<file path="src/rtl/debug_capture.sv">
// Snoops CPU bus cycles into a 16-byte debug scratch window and drains the bytes to a host.
// Optional macro DEBUG_CAPTURE_READS_EN also captures reads to the window.
module debug_capture #(
  parameter logic [15:0] BASE_ADDR = 16'h7FF0
) (
  input  logic        clk,
  input  logic        RST,
  input  logic        ADS_n,
  input  logic        WDS_n,
  input  logic        RDS_n,
  input  logic        BAEN_n,
  input  logic [15:0] mem_addr,
  input  logic [7:0]  data,
  input  logic        out_ready,
  input  logic        ovr_clr,
  output logic        out_valid,
  output logic [7:0]  out_data,
  output logic [3:0]  out_idx,
  output logic        out_last,
  output logic        overrun,
  output logic        busy
);

  // Output handshake: a byte moves when out_valid & out_ready on a rising
  // edge; out_data/out_idx/out_last hold steady while out_valid & !out_ready.
  typedef enum logic [1:0] {IDLE, CAPTURE, DRAIN, WAIT} state_t;

  state_t      state;
  logic [15:0] mask;
  logic [7:0]  mem [16];
  logic        hit;
  logic [3:0]  off;
  logic        wds_q;
  logic        rd_first;
  logic        store;
  logic [15:0] mask_w;
  logic [15:0] rest;
  logic [3:0]  next_idx;
  logic        fire;

`ifdef DEBUG_CAPTURE_READS_EN
  logic rds_q;
  always_ff @(posedge clk or posedge RST) begin
    if (RST) rds_q <= 1'b1;
    else     rds_q <= RDS_n;
  end
  assign rd_first = !RDS_n && rds_q;
`else
  logic unused_rds;
  assign unused_rds = RDS_n;
  assign rd_first   = 1'b0;
`endif

  assign busy = (state != IDLE);
  assign fire = out_valid && out_ready;

  always_comb begin
    store  = (state == CAPTURE) && hit && ((!WDS_n && wds_q) || rd_first);
    mask_w = mask;
    if (store) mask_w[off] = 1'b1;
    // Lowest pending offset goes out next.
    next_idx = 4'd0;
    for (int i = 15; i >= 0; i--) begin
      if (mask[i]) next_idx = i[3:0];
    end
    rest = mask;
    rest[next_idx] = 1'b0;
  end

  always_ff @(posedge clk) begin
    if (store) mem[off] <= data;
  end

  always_ff @(posedge clk or posedge RST) begin
    if (RST) begin
      state     <= IDLE;
      mask      <= 16'd0;
      hit       <= 1'b0;
      off       <= 4'd0;
      wds_q     <= 1'b1;
      out_valid <= 1'b0;
      out_data  <= 8'd0;
      out_idx   <= 4'd0;
      out_last  <= 1'b0;
      overrun   <= 1'b0;
    end else begin
      wds_q <= WDS_n;
      if (!ADS_n) begin
        hit <= (mem_addr[15:4] == BASE_ADDR[15:4]);
        off <= mem_addr[3:0];
      end
      if (state == DRAIN && BAEN_n) overrun <= 1'b1;
      else if (ovr_clr)             overrun <= 1'b0;
      case (state)
        IDLE: begin
          if (BAEN_n) begin
            state <= CAPTURE;
            mask  <= 16'd0;
          end
        end
        CAPTURE: begin
          mask <= mask_w;
          if (!BAEN_n) state <= (mask_w != 16'd0) ? DRAIN : IDLE;
        end
        DRAIN: begin
          if (fire && out_last) begin
            out_valid <= 1'b0;
            out_last  <= 1'b0;
            state     <= BAEN_n ? WAIT : IDLE;
          end else if (!out_valid || fire) begin
            out_valid <= 1'b1;
            out_data  <= mem[next_idx];
            out_idx   <= next_idx;
            out_last  <= (rest == 16'd0);
            mask      <= rest;
          end
        end
        WAIT: begin
          if (!BAEN_n) state <= IDLE;
        end
        default: state <= IDLE;
      endcase
    end
  end

endmodule

</file>
<file path="config.mk">
export PLATFORM = sky130hd
export DESIGN_NAME = debug_capture
export DESIGN_NICKNAME = d
export VERILOG_FILES = /design/src/rtl/debug_capture.sv
export SDC_FILE = /design/constraint.sdc
export NUM_CORES = 1
export LEC_CHECK = 0
export ABC_AREA = 1
export CAP_MARGIN = 25
export CORE_ASPECT_RATIO = 0.7
export CORE_MARGIN = 10
export CORE_UTILIZATION = 59
export DETAILED_ROUTE_END_ITERATION = 6
export PLACE_DENSITY = 0.79
export SYNTH_ARGS = -nofsm -noshare
export SYNTH_HDL_FRONTEND = slang
export SYNTH_SLANG_ARGS = --single-unit
</file>
<file path="constraint.sdc">
create_clock -name clk -period 3.16 [get_ports clk]
set_clock_uncertainty 0.1 [all_clocks]
set_input_delay 0.632 -clock clk [delete_from_list [all_inputs] [get_ports clk]]
set_output_delay 0.632 -clock clk [all_outputs]
set_load 0.01 [all_outputs]
</file>
==> metrics.md <==
| Metric | Value |
|---|---|
| Status | `completed` |
| Number of clock sinks | `between 150 and 200` |
| Chip Width | `around 160 um` |
| Post-synthesis cell count | `roughly 760` |
| First-pass GRT wire length | `32000 um` |
| CTS tree | `yes` |
| Final Slew Violations | `0` |
| Hold depth | `2` |
| Worst Max-Slew Pin Slew | `just over 700 ps` |
| CP delay by family, top | `simple AND/OR/NAND/NOR gates` |
| Initial Util | `0.611` |
| Busiest grt layer | `met1` |
| Htree depth | `4` |
| Max cap viols | `0` |
| Via-per-instance ratio | `6.14` |
| RSZ-0062 raised after global routing | `false` |
| Worst VDD drop | `0.399 mV` |
| Slew HR | `0.515` |
| Dpl hpwl | `between 10000 and 15000 um` |
| Worst EP arrival | `roughly 3100 ps` |
| Post-CTS Resized | `0` |
| Total number of vias | `approximately 6100` |
| Fin Hold WS | `387 ps` |
| Flip-flop and latch area | `~4800 sq um` |
| DR WL/cell | `just over 20 um` |
| Critical Path Stages | `16` |
| Met1 Track Usage GR | `0.339` |
| LEAKAGE | `roughly 3.5 nW` |
| Reg2Reg Depth | `16` |
| Total negative slack | `0 ps` |
| FP Rows | `34` |
| Met3 usage | `0.0750` |
| #FFs+latches synth | `167` |
| GP Congestion | `approximately 0.89` |
| Worst EP required | `approximately 3400 ps` |
| Clk_lat worst skew | `roughly 430 ps` |
| Worst Setup Start Kind | `register` |
| Most frequent cells in the layout | `nand2_1 (152), edfxtp_1 (128), nand3_1 (120), nor2_1 (81), nand4_1 (58)` |
| Placed cell area | `8400 sq um` |
| Share of the clock period used by the worst path | `0.892` |
| Synth Area per Inst | `about 10 sq um` |
| Crit-path most repeated cell | `nand3_1` |
| Final WL | `20300 um` |
| Vias in the first global route | `5818` |
| Most common cell after layout, fill and taps aside | `nand2_1` |
| Count of different cell masters after synthesis | `38` |
| Max clock buf depth | `2` |
| Total chip power | `between 5 and 6 mW` |
| CP Class | `register to register` |
| DR iter-0 viols | `~1100` |
| Nets | `between 800 and 900` |
| Crit-path cells | `nor2_1, o21ai_0, nand3_1, nand3_1, nand3_1, nand2_1, a21oi_4, buf_4, nand3_1, nand2_1, nand2_1, inv_1, nand3_1, nor2_1, nand3_1, nand2_1` |
| Hold-fix buffers at CTS | `0` |
| Post-Layout Inst Area | `8990 sq um` |
| Post-CTS Setup Bufs | `0` |
| PwrDens | `580 nW/um^2` |
| Global route overflow | `0` |
| Core box area | `approximately 13000 sq um` |
| Area Overhead vs Synth | `17.3%` |
| DRC | `0` |
| Hold Vio Cnt, Final | `0` |
| Hold Path Class | `register to register` |
| Initial antenna violation count | `0` |
| Top Ports | `48` |
| Worst Path Max Fanout | `50` |
| Synth Net Count | `around 800` |
| Slowest cell delay on critical path | `approximately 470 ps` |
| Largest net degree at the start of global routing | `slightly below 60` |
| CTS Buf Count | `17` |
| Grt met2 use | `0.333` |
| CP max-delay cell | `buf_4` |
| Clock transition at the registers of the reported paths | `roughly 70 ps` |
| Setup violations, final | `0` |
| Worst Setup End Kind | `register` |
| PortBufs | `46` |
| Die Ht | `between 100 and 150 um` |
| Die Area | `18000 sq um` |
| Register area share after synthesis | `0.629` |
| Buf/Inv on CP | `2` |
| Fmax | `around 0.35 GHz` |
| # diodes | `0` |
| Fill count | `~850` |
| GRT Util Overall | `0.232` |
| Share of cells above drive strength 1 | `0.0958` |
| Footprint of the multi-input gates | `roughly 2400 sq um` |
| Synthesized cell area | `~7700 sq um` |
| DR pass1 iterations | `6` |
| Root buffer cell | `clkbuf_16` |
| Minimum clock period | `between 2000 and 3000 ps` |
| Syn. warnings | `0` |
| Post-route ant nets | `0` |
flip-flops by register name (all words and copies together) (netlist names), 2 cells and up:
name / flops
mask: 16
mem: 128
off: 4
out_data: 8
out_idx: 4
state: 2
worst paths after layout:
check	slack [ps]	endpoint	from
max	340	out_last	mask[13]
max in group asynchronous	2070	wds_q	RST
min in group asynchronous	530	out_idx[2]	RST
min	390	out_idx[0]	out_idx[0]
max reg2reg	340	out_last	mask[13]
min reg2reg	390	out_idx[0]	out_idx[0]
metal layers:
metal / up-vias / part of all wire
li1: 2788 / -
met1: 2881 / 0.42
met2: 429 / 0.42
met3: 28 / 0.14
met4: 0 / 0.011
met5: - / 0
cell usage after synthesis, drive strengths merged:
library cell	instances	area, sq um
ha	4	50.1
a22oi	1	7.51
dfrtp	38	951
or2	1	6.26
a21oi	4	23.8
a211oi	1	7.51
clkinv	4	15.0
nand3b	9	67.6
o21bai	1	7.51
clkbuf	17	63.8
nor2	82	315
edfxtp	128	3840
nor3	3	15.0
o22ai	14	87.6
nand3	121	611
nand4	58	363
nor4	2	12.5
nand2	157	631
dfstp	1	26.3
a32o	1	10.0
nor3b	1	12.5
inv	62	235
o21ai	30	150
a22o	1	8.76
buf	21	141
power breakdown:
group / internal (mW) / leakage [nW] / switching, mW
clock network: 1.19 / 0.283 / 0.909
logic: 0.273 / 1.52 / 0.335
registers: 2.46 / 1.66 / 0.0541
total: 3.92 / 3.46 / 1.30
metrics by stage:
stage           util  cells  setup slack, ps
2_1_floorplan      -    762              844
3_3_place_gp   0.669    965              446
3_5_place_dp   0.669    965              399
4_1_cts        0.716    997              398
5_1_grt        0.716    997              119
6_report       0.716    997              342
kinds of logic (layout without fill, tap and decap cells):
kind of cell               count (synthesis)  count (layout)  synth area share
buffers and inverters                    104             177            0.0594
AOI/OAI and AO/OA                         53              53            0.0395
and+or+nand+nor                          434             434             0.265
adders and majority gates                  4               4           0.00653
DFF                                      167             167             0.629
layout make-up:
class	count	area share
clock buffer	18	0.0477
sequential	167	0.536
multi-input combinational	491	0.266
tap	162	0.0225
inverter	66	0.0278
timing repair buffer	79	0.0816
clock inverter	14	0.0178
worst min-delay path, delay by kind of cell (launching register included):
kind               cells  cell delay, ps
AOI/OAI and AO/OA      1              60
and+or+nand+nor        1              50
DFF                    1             340
Power figures use the tool's default switching activity.
